File: src/rtl/prefetch_unit_pkg.sv
// Shared defines for the instruction prefetch unit.
// Widths, reset PC, instruction size and FSM encodings.
package prefetch_unit_pkg;

  localparam int XLEN_DEF = 32;

  localparam logic [31:0] RESET_PC_DEF = 32'h0000_0000;

  localparam int ILEN_BYTES = 4;

  typedef enum logic {
    FETCH = 1'b0,
    DRAIN = 1'b1
  } fetch_state_t;

  function automatic int cnt_width(input int depth);
    return $clog2(depth) + 1;
  endfunction

endpackage

File: src/rtl/fetch_fifo.sv
// Small synchronous FIFO used for fetched words and PC tags.
// Flush empties it on the next edge; head is read combinationally.
module fetch_fifo
  import prefetch_unit_pkg::*;
#(
  parameter int WIDTH = 32,
  parameter int DEPTH = 4
) (
  input  logic                        clk,
  input  logic                        rst,
  input  logic                        flush,
  input  logic                        push,
  input  logic [WIDTH-1:0]            wdata,
  input  logic                        pop,
  output logic [WIDTH-1:0]            rdata,
  output logic                        full,
  output logic                        empty,
  output logic [cnt_width(DEPTH)-1:0] count
);

  localparam int AW = $clog2(DEPTH);
  localparam int CW = cnt_width(DEPTH);

  logic [WIDTH-1:0] mem [DEPTH];
  logic [AW-1:0]    wptr;
  logic [AW-1:0]    rptr;
  logic [CW-1:0]    cnt;
  logic             do_push;
  logic             do_pop;

  assign full    = (cnt == CW'(DEPTH));
  assign empty   = (cnt == '0);
  assign count   = cnt;
  assign rdata   = mem[rptr];
  assign do_push = push && !full;
  assign do_pop  = pop && !empty;

  // Pointers and occupancy; flush behaves like reset.
  always_ff @(posedge clk) begin
    if (rst || flush) begin
      wptr <= '0;
      rptr <= '0;
      cnt  <= '0;
    end else begin
      if (do_push) wptr <= wptr + 1'b1;
      if (do_pop)  rptr <= rptr + 1'b1;
      unique case ({do_push, do_pop})
        2'b10:   cnt <= cnt + 1'b1;
        2'b01:   cnt <= cnt - 1'b1;
        default: cnt <= cnt;
      endcase
    end
  end

  // Storage array; contents are don't-care while empty.
  always_ff @(posedge clk) begin
    if (do_push) mem[wptr] <= wdata;
  end

endmodule

File: src/rtl/prefetch_unit.sv
// Credit-based instruction prefetch unit with redirect drain.
// Optional same-cycle bypass when FETCH_BYPASS_EN is defined.
module prefetch_unit
  import prefetch_unit_pkg::*;
#(
  parameter int              XLEN     = XLEN_DEF,
  parameter int              DEPTH    = 4,
  parameter logic [XLEN-1:0] RESET_PC = XLEN'(RESET_PC_DEF)
) (
  input  logic            clk,
  input  logic            rst,
  input  logic            stallF,
  input  logic            redirect,
  input  logic [XLEN-1:0] npc,
  output logic            imem_req,
  output logic [XLEN-1:0] imem_addr,
  input  logic            imem_gnt,
  input  logic            imem_rvalid,
  input  logic [XLEN-1:0] imem_rdata,
  output logic            validF,
  output logic [XLEN-1:0] pcF,
  output logic [XLEN-1:0] instrF
);

  localparam int CW = cnt_width(DEPTH);

  fetch_state_t    state;
  logic [XLEN-1:0] fetch_pc;
  logic [CW-1:0]   outst;
  logic [CW-1:0]   drop_cnt;
  logic [CW-1:0]   drop_next;
  logic [CW:0]     used;

  logic            in_fetch;
  logic            issue;
  logic            resp_ok;

  logic            iq_push;
  logic            iq_pop;
  logic            iq_full;
  logic            iq_empty;
  logic [CW-1:0]   iq_count;
  logic [2*XLEN-1:0] iq_rdata;

  logic            tq_pop;
  logic            tq_full;
  logic            tq_empty;
  logic [CW-1:0]   tq_count;
  logic [XLEN-1:0] tq_rdata;

  logic            unused_ok;

  assign in_fetch  = (state == FETCH);
  assign used      = {1'b0, iq_count} + {1'b0, outst};
  assign imem_req  = !rst && in_fetch && !redirect
                   && (used < (CW+1)'(DEPTH));
  assign imem_addr = fetch_pc;
  assign issue     = imem_req && imem_gnt;
  assign resp_ok   = imem_rvalid && in_fetch && !redirect;
  assign tq_pop    = imem_rvalid && in_fetch;
  assign drop_next = outst - CW'(imem_rvalid);
  assign iq_pop    = !iq_empty && !stallF && !redirect;

`ifdef FETCH_BYPASS_EN
  logic byp;

  assign byp     = resp_ok && iq_empty;
  assign iq_push = resp_ok && !(byp && !stallF);
  assign validF  = !rst && (!iq_empty || byp);

  // Queue head wins; otherwise forward the arriving response.
  always_comb begin
    pcF    = '0;
    instrF = '0;
    if (validF && !iq_empty) begin
      pcF    = iq_rdata[2*XLEN-1:XLEN];
      instrF = iq_rdata[XLEN-1:0];
    end else if (validF) begin
      pcF    = tq_rdata;
      instrF = imem_rdata;
    end
  end
`else
  assign iq_push = resp_ok;
  assign validF  = !rst && !iq_empty;
  assign pcF     = validF ? iq_rdata[2*XLEN-1:XLEN] : '0;
  assign instrF  = validF ? iq_rdata[XLEN-1:0] : '0;
`endif

  fetch_fifo #(
    .WIDTH (2*XLEN),
    .DEPTH (DEPTH)
  ) u_iq (
    .clk   (clk),
    .rst   (rst),
    .flush (redirect),
    .push  (iq_push),
    .wdata ({tq_rdata, imem_rdata}),
    .pop   (iq_pop),
    .rdata (iq_rdata),
    .full  (iq_full),
    .empty (iq_empty),
    .count (iq_count)
  );

  fetch_fifo #(
    .WIDTH (XLEN),
    .DEPTH (DEPTH)
  ) u_tq (
    .clk   (clk),
    .rst   (rst),
    .flush (redirect),
    .push  (issue),
    .wdata (fetch_pc),
    .pop   (tq_pop),
    .rdata (tq_rdata),
    .full  (tq_full),
    .empty (tq_empty),
    .count (tq_count)
  );

  assign unused_ok = &{1'b0, iq_full, tq_full,
                       tq_empty, tq_count};

  // In-flight request count, tracked in both states.
  always_ff @(posedge clk) begin
    if (rst) begin
      outst <= '0;
    end else begin
      outst <= outst + CW'(issue) - CW'(imem_rvalid);
    end
  end

  // FETCH/DRAIN control, fetch PC and drop counter.
  always_ff @(posedge clk) begin
    if (rst) begin
      state    <= FETCH;
      fetch_pc <= RESET_PC;
      drop_cnt <= '0;
    end else if (redirect) begin
      fetch_pc <= npc;
      drop_cnt <= drop_next;
      state    <= (drop_next != '0) ? DRAIN : FETCH;
    end else begin
      unique case (1'b1)
        (state == FETCH): begin
          if (issue) begin
            fetch_pc <= fetch_pc + XLEN'(ILEN_BYTES);
          end
        end
        (state == DRAIN): begin
          if (imem_rvalid) begin
            drop_cnt <= drop_cnt - 1'b1;
            if (drop_cnt == CW'(1)) state <= FETCH;
          end
        end
        default: state <= FETCH;
      endcase
    end
  end

endmodule

File: config.mk
export PLATFORM = sky130hd
export DESIGN_NAME = prefetch_unit
export DESIGN_NICKNAME = d
export VERILOG_FILES = /design/src/rtl/prefetch_unit_pkg.sv /design/src/rtl/fetch_fifo.sv /design/src/rtl/prefetch_unit.sv
export SDC_FILE = /design/constraint.sdc
export NUM_CORES = 1
export LEC_CHECK = 0
export ABC_AREA = 1
export CAP_MARGIN = 15
export CORE_ASPECT_RATIO = 0.8
export CORE_MARGIN = 2
export CORE_UTILIZATION = 58
export DETAILED_ROUTE_END_ITERATION = 10
export PLACE_DENSITY = 0.88
export SLEW_MARGIN = 20
export SYNTH_ARGS = -nofsm -noshare
export SYNTH_HDL_FRONTEND = slang
export SYNTH_HIERARCHICAL = 1
export SYNTH_SLANG_ARGS = --single-unit
File: constraint.sdc
create_clock -name clk -period 5.6 [get_ports clk]
set_clock_uncertainty 0.15 [all_clocks]
set_input_delay 0.84 -clock clk [delete_from_list [all_inputs] [get_ports clk]]
set_output_delay 0.84 -clock clk [all_outputs]
set_load 0.05 [all_outputs]
==> results.md <==
* Status: complete, no violations
* DR iter-0 viols at approximately 1600
* Total die area at about 33000 um^2
* CP max-delay cell: clkinv_2
* Root Buffer: clkbuf_16
* H-tree depth at 2
* Nets at around 1900
* Post-Syn Area at 18520 um^2
* Post-CTS Resized at 0
* Syn_nets at 1757
* Psw at 1.629 mW
* PD cells at about 330 nW/um^2
* CP endpoint kind: output pin
* Overflow after GRT at 0
* CP cell instances: clkinv_2 -> buf_12 -> o21ai_0 -> o22ai_1 -> inv_1 -> nor2_1 -> clkdlybuf4s50_1
* Max incr delay on CP at about 760 ps
* Share of cells above drive strength 1 at between 6 and 7%
* Hold path depth at 2
* Cell Int Power at 5.465 mW
* CP Launch Type: register
* TNS Setup at 0 ps
* Fmax at 214.5 MHz
* Core Rows at 58
* Top Family by Delay on Critical Path: buffers and inverters
* Min-delay worst type: reg2reg
* CP max FO at 74
* Clock share of power at 40.1%
* Ys Warns at 6
* Multi-input gate area at 4790 um^2
* Layout fillers at between 2000 and 2500
* Avg Vias per Cell at 5.897
* Area delta synth->final at 17.47%
* Buf/Inv on CP at 4
* Wirelength, routed at 44.02 mm
* Clock buffer depth at 3
* Core area at 31420 um^2
* Post-Syn Instances at ~1700
* Placed cell count at 2188
* FF-to-FF setup slack at 2630 ps
* Clock slew at reported path FFs at 60 ps
* Slew Viols, Final at 0
* Comb pwr share at 7.2%
* Type of the worst setup path: reg2out
* Reg2Reg Depth at 11
* Drt drc at 0
* Pin count of the biggest net entering global routing at between 80 and 90
* Mean area per synthesized cell at roughly 11 um^2
* IO Pins at approximately 170
* Reg2reg start: outst[1]
* Period utilization at 83.24%
* Via count at ~13000
* Worst Tran Pin Value at about 1000 ps
* Die width at 203.8 um
* Antenna viol nets, final at 0
* Reg power frac at 52.7%
* Slew margin rel. at 33.36%
* Pleak at 7.659 nW
* Clock Latency Late Sink at ~540 ps
* Tot GR Track Use at about 26%
* HPWL after DPL at 25.56 mm
* R2R Path End: u_tq/count[1]
* Vias in the first global route at ~13000
* GPL Wtd Cong at around 0.89
* Switching part of the total power at 22.96%
* Initial Util at about three fifths
* Antenna Cells at 0
* RSZ-0062 raised after global routing: no
* Hold-fix buffers, CTS at 0
* Final hold vios at 0
* Worst Hold End: u_tq/count[0]
* Post-CTS setup buffers at 0
* CP arrival at between 3000 and 4000 ps
* Clock sinks at approximately 440
* CTS Buf Count at between 40 and 50
* WP data required at 4610 ps
* Die height at 163.8 um
* CTS tree: built
* Hold path start: u_tq/count[0]
* Fin crit period at 4662 ps
* Wire per inst at 19.42 um
* Worst vdd ir at 189.2 uV
* Initial antenna violation count at 0
* First-pass GRT wire length at 67.49 mm
* FF+latch area at 12680 um^2
* First-pass detailed-route iteration total at 6
* # setup viols final at 0
* Number of max-cap violations at 0
* PortBufs at between 150 and 200
* Layout Cells excl Fill at 2267
## metrics by stage
stage / util [%] / hold WS, ps / total power [mW] / setup slack, ps / cell area, um^2
floorplan: - / 314.1 / 4.089 / 620.3 / 18520
global placement: 64.80 / 330.2 / 4.278 / 1449 / 20360
detailed placement: 64.80 / 338.5 / 4.300 / 1350 / 20360
CTS: 69.22 / 353.3 / 7.101 / 941.8 / 21750
global route: 69.22 / 380.0 / 7.283 / 715.1 / 21750
finish: 69.22 / 350.9 / 7.093 / 938.3 / 21750
## registers in the layout, indices dropped and copies added (netlist names), named ones only
signal,flops
imem_addr,32
u_tq/count,3
u_iq/mem,256
u_tq/rptr,2
u_iq/count,3
u_tq/mem,128
drop_cnt,3
u_tq/wptr,2
state,1
u_iq/rptr,2
u_iq/wptr,2
outst,3
## power by group through the flow
stage	registers, mW	clock network [mW]	logic, mW
floorplan	3.83	0	0.257
global placement	3.80	0	0.483
detailed placement	3.80	0	0.498
CTS	3.73	2.86	0.507
global route	3.74	2.99	0.548
finish	3.74	2.85	0.510
## placed cells by master (no fill, tap or decap), types with 19 or more instances in the layout
| cell type | instances |
|---|---|
| dfxtp_1 | 54 |
| nand3_1 | 46 |
| edfxtp_1 | 384 |
| clkdlybuf4s50_1 | 167 |
| o21ai_0 | 134 |
| o22ai_1 | 96 |
| nand2_1 | 155 |
| a21oi_1 | 34 |
| inv_1 | 136 |
| o21ai_1 | 84 |
| nor2_1 | 374 |
| ha_1 | 19 |
| clkbuf_16 | 43 |
## final cells by class
class	count	area share, %
inverter	143	2.519
tap	420	2.416
sequential	441	58.29
timing repair buffer	185	8.364
clock inverter	25	1.168
clock buffer	54	5.229
multi-input combinational	999	22.02
## routing by layer
metal	global-route usage [%]	up-vias	wire (um)
met5	0	-	0
met4	9.821	0	1282
met3	3.988	119	4413
met2	42.59	855	21240
met1	35.43	6304	17090
li1	-	6090	-
## tightest hold or removal path, stage by stage (launching register included)
cell,delay (ps)
dfxtp_1,330
nand2_1,70
a21oi_1,60
## worst max path at each step
stage	startpoint	to	slack, ps	cells past startpoint
global route	register	pcF[23]	720	7
global placement	rst	pcF[28]	1450	6
detailed placement	rst	instrF[25]	1350	6
finish	register	pcF[30]	940	7
floorplan	redirect	u_iq/mem[0][0]	620	5
CTS	register	pcF[25]	940	7
(Power assumes the default switching activity.)
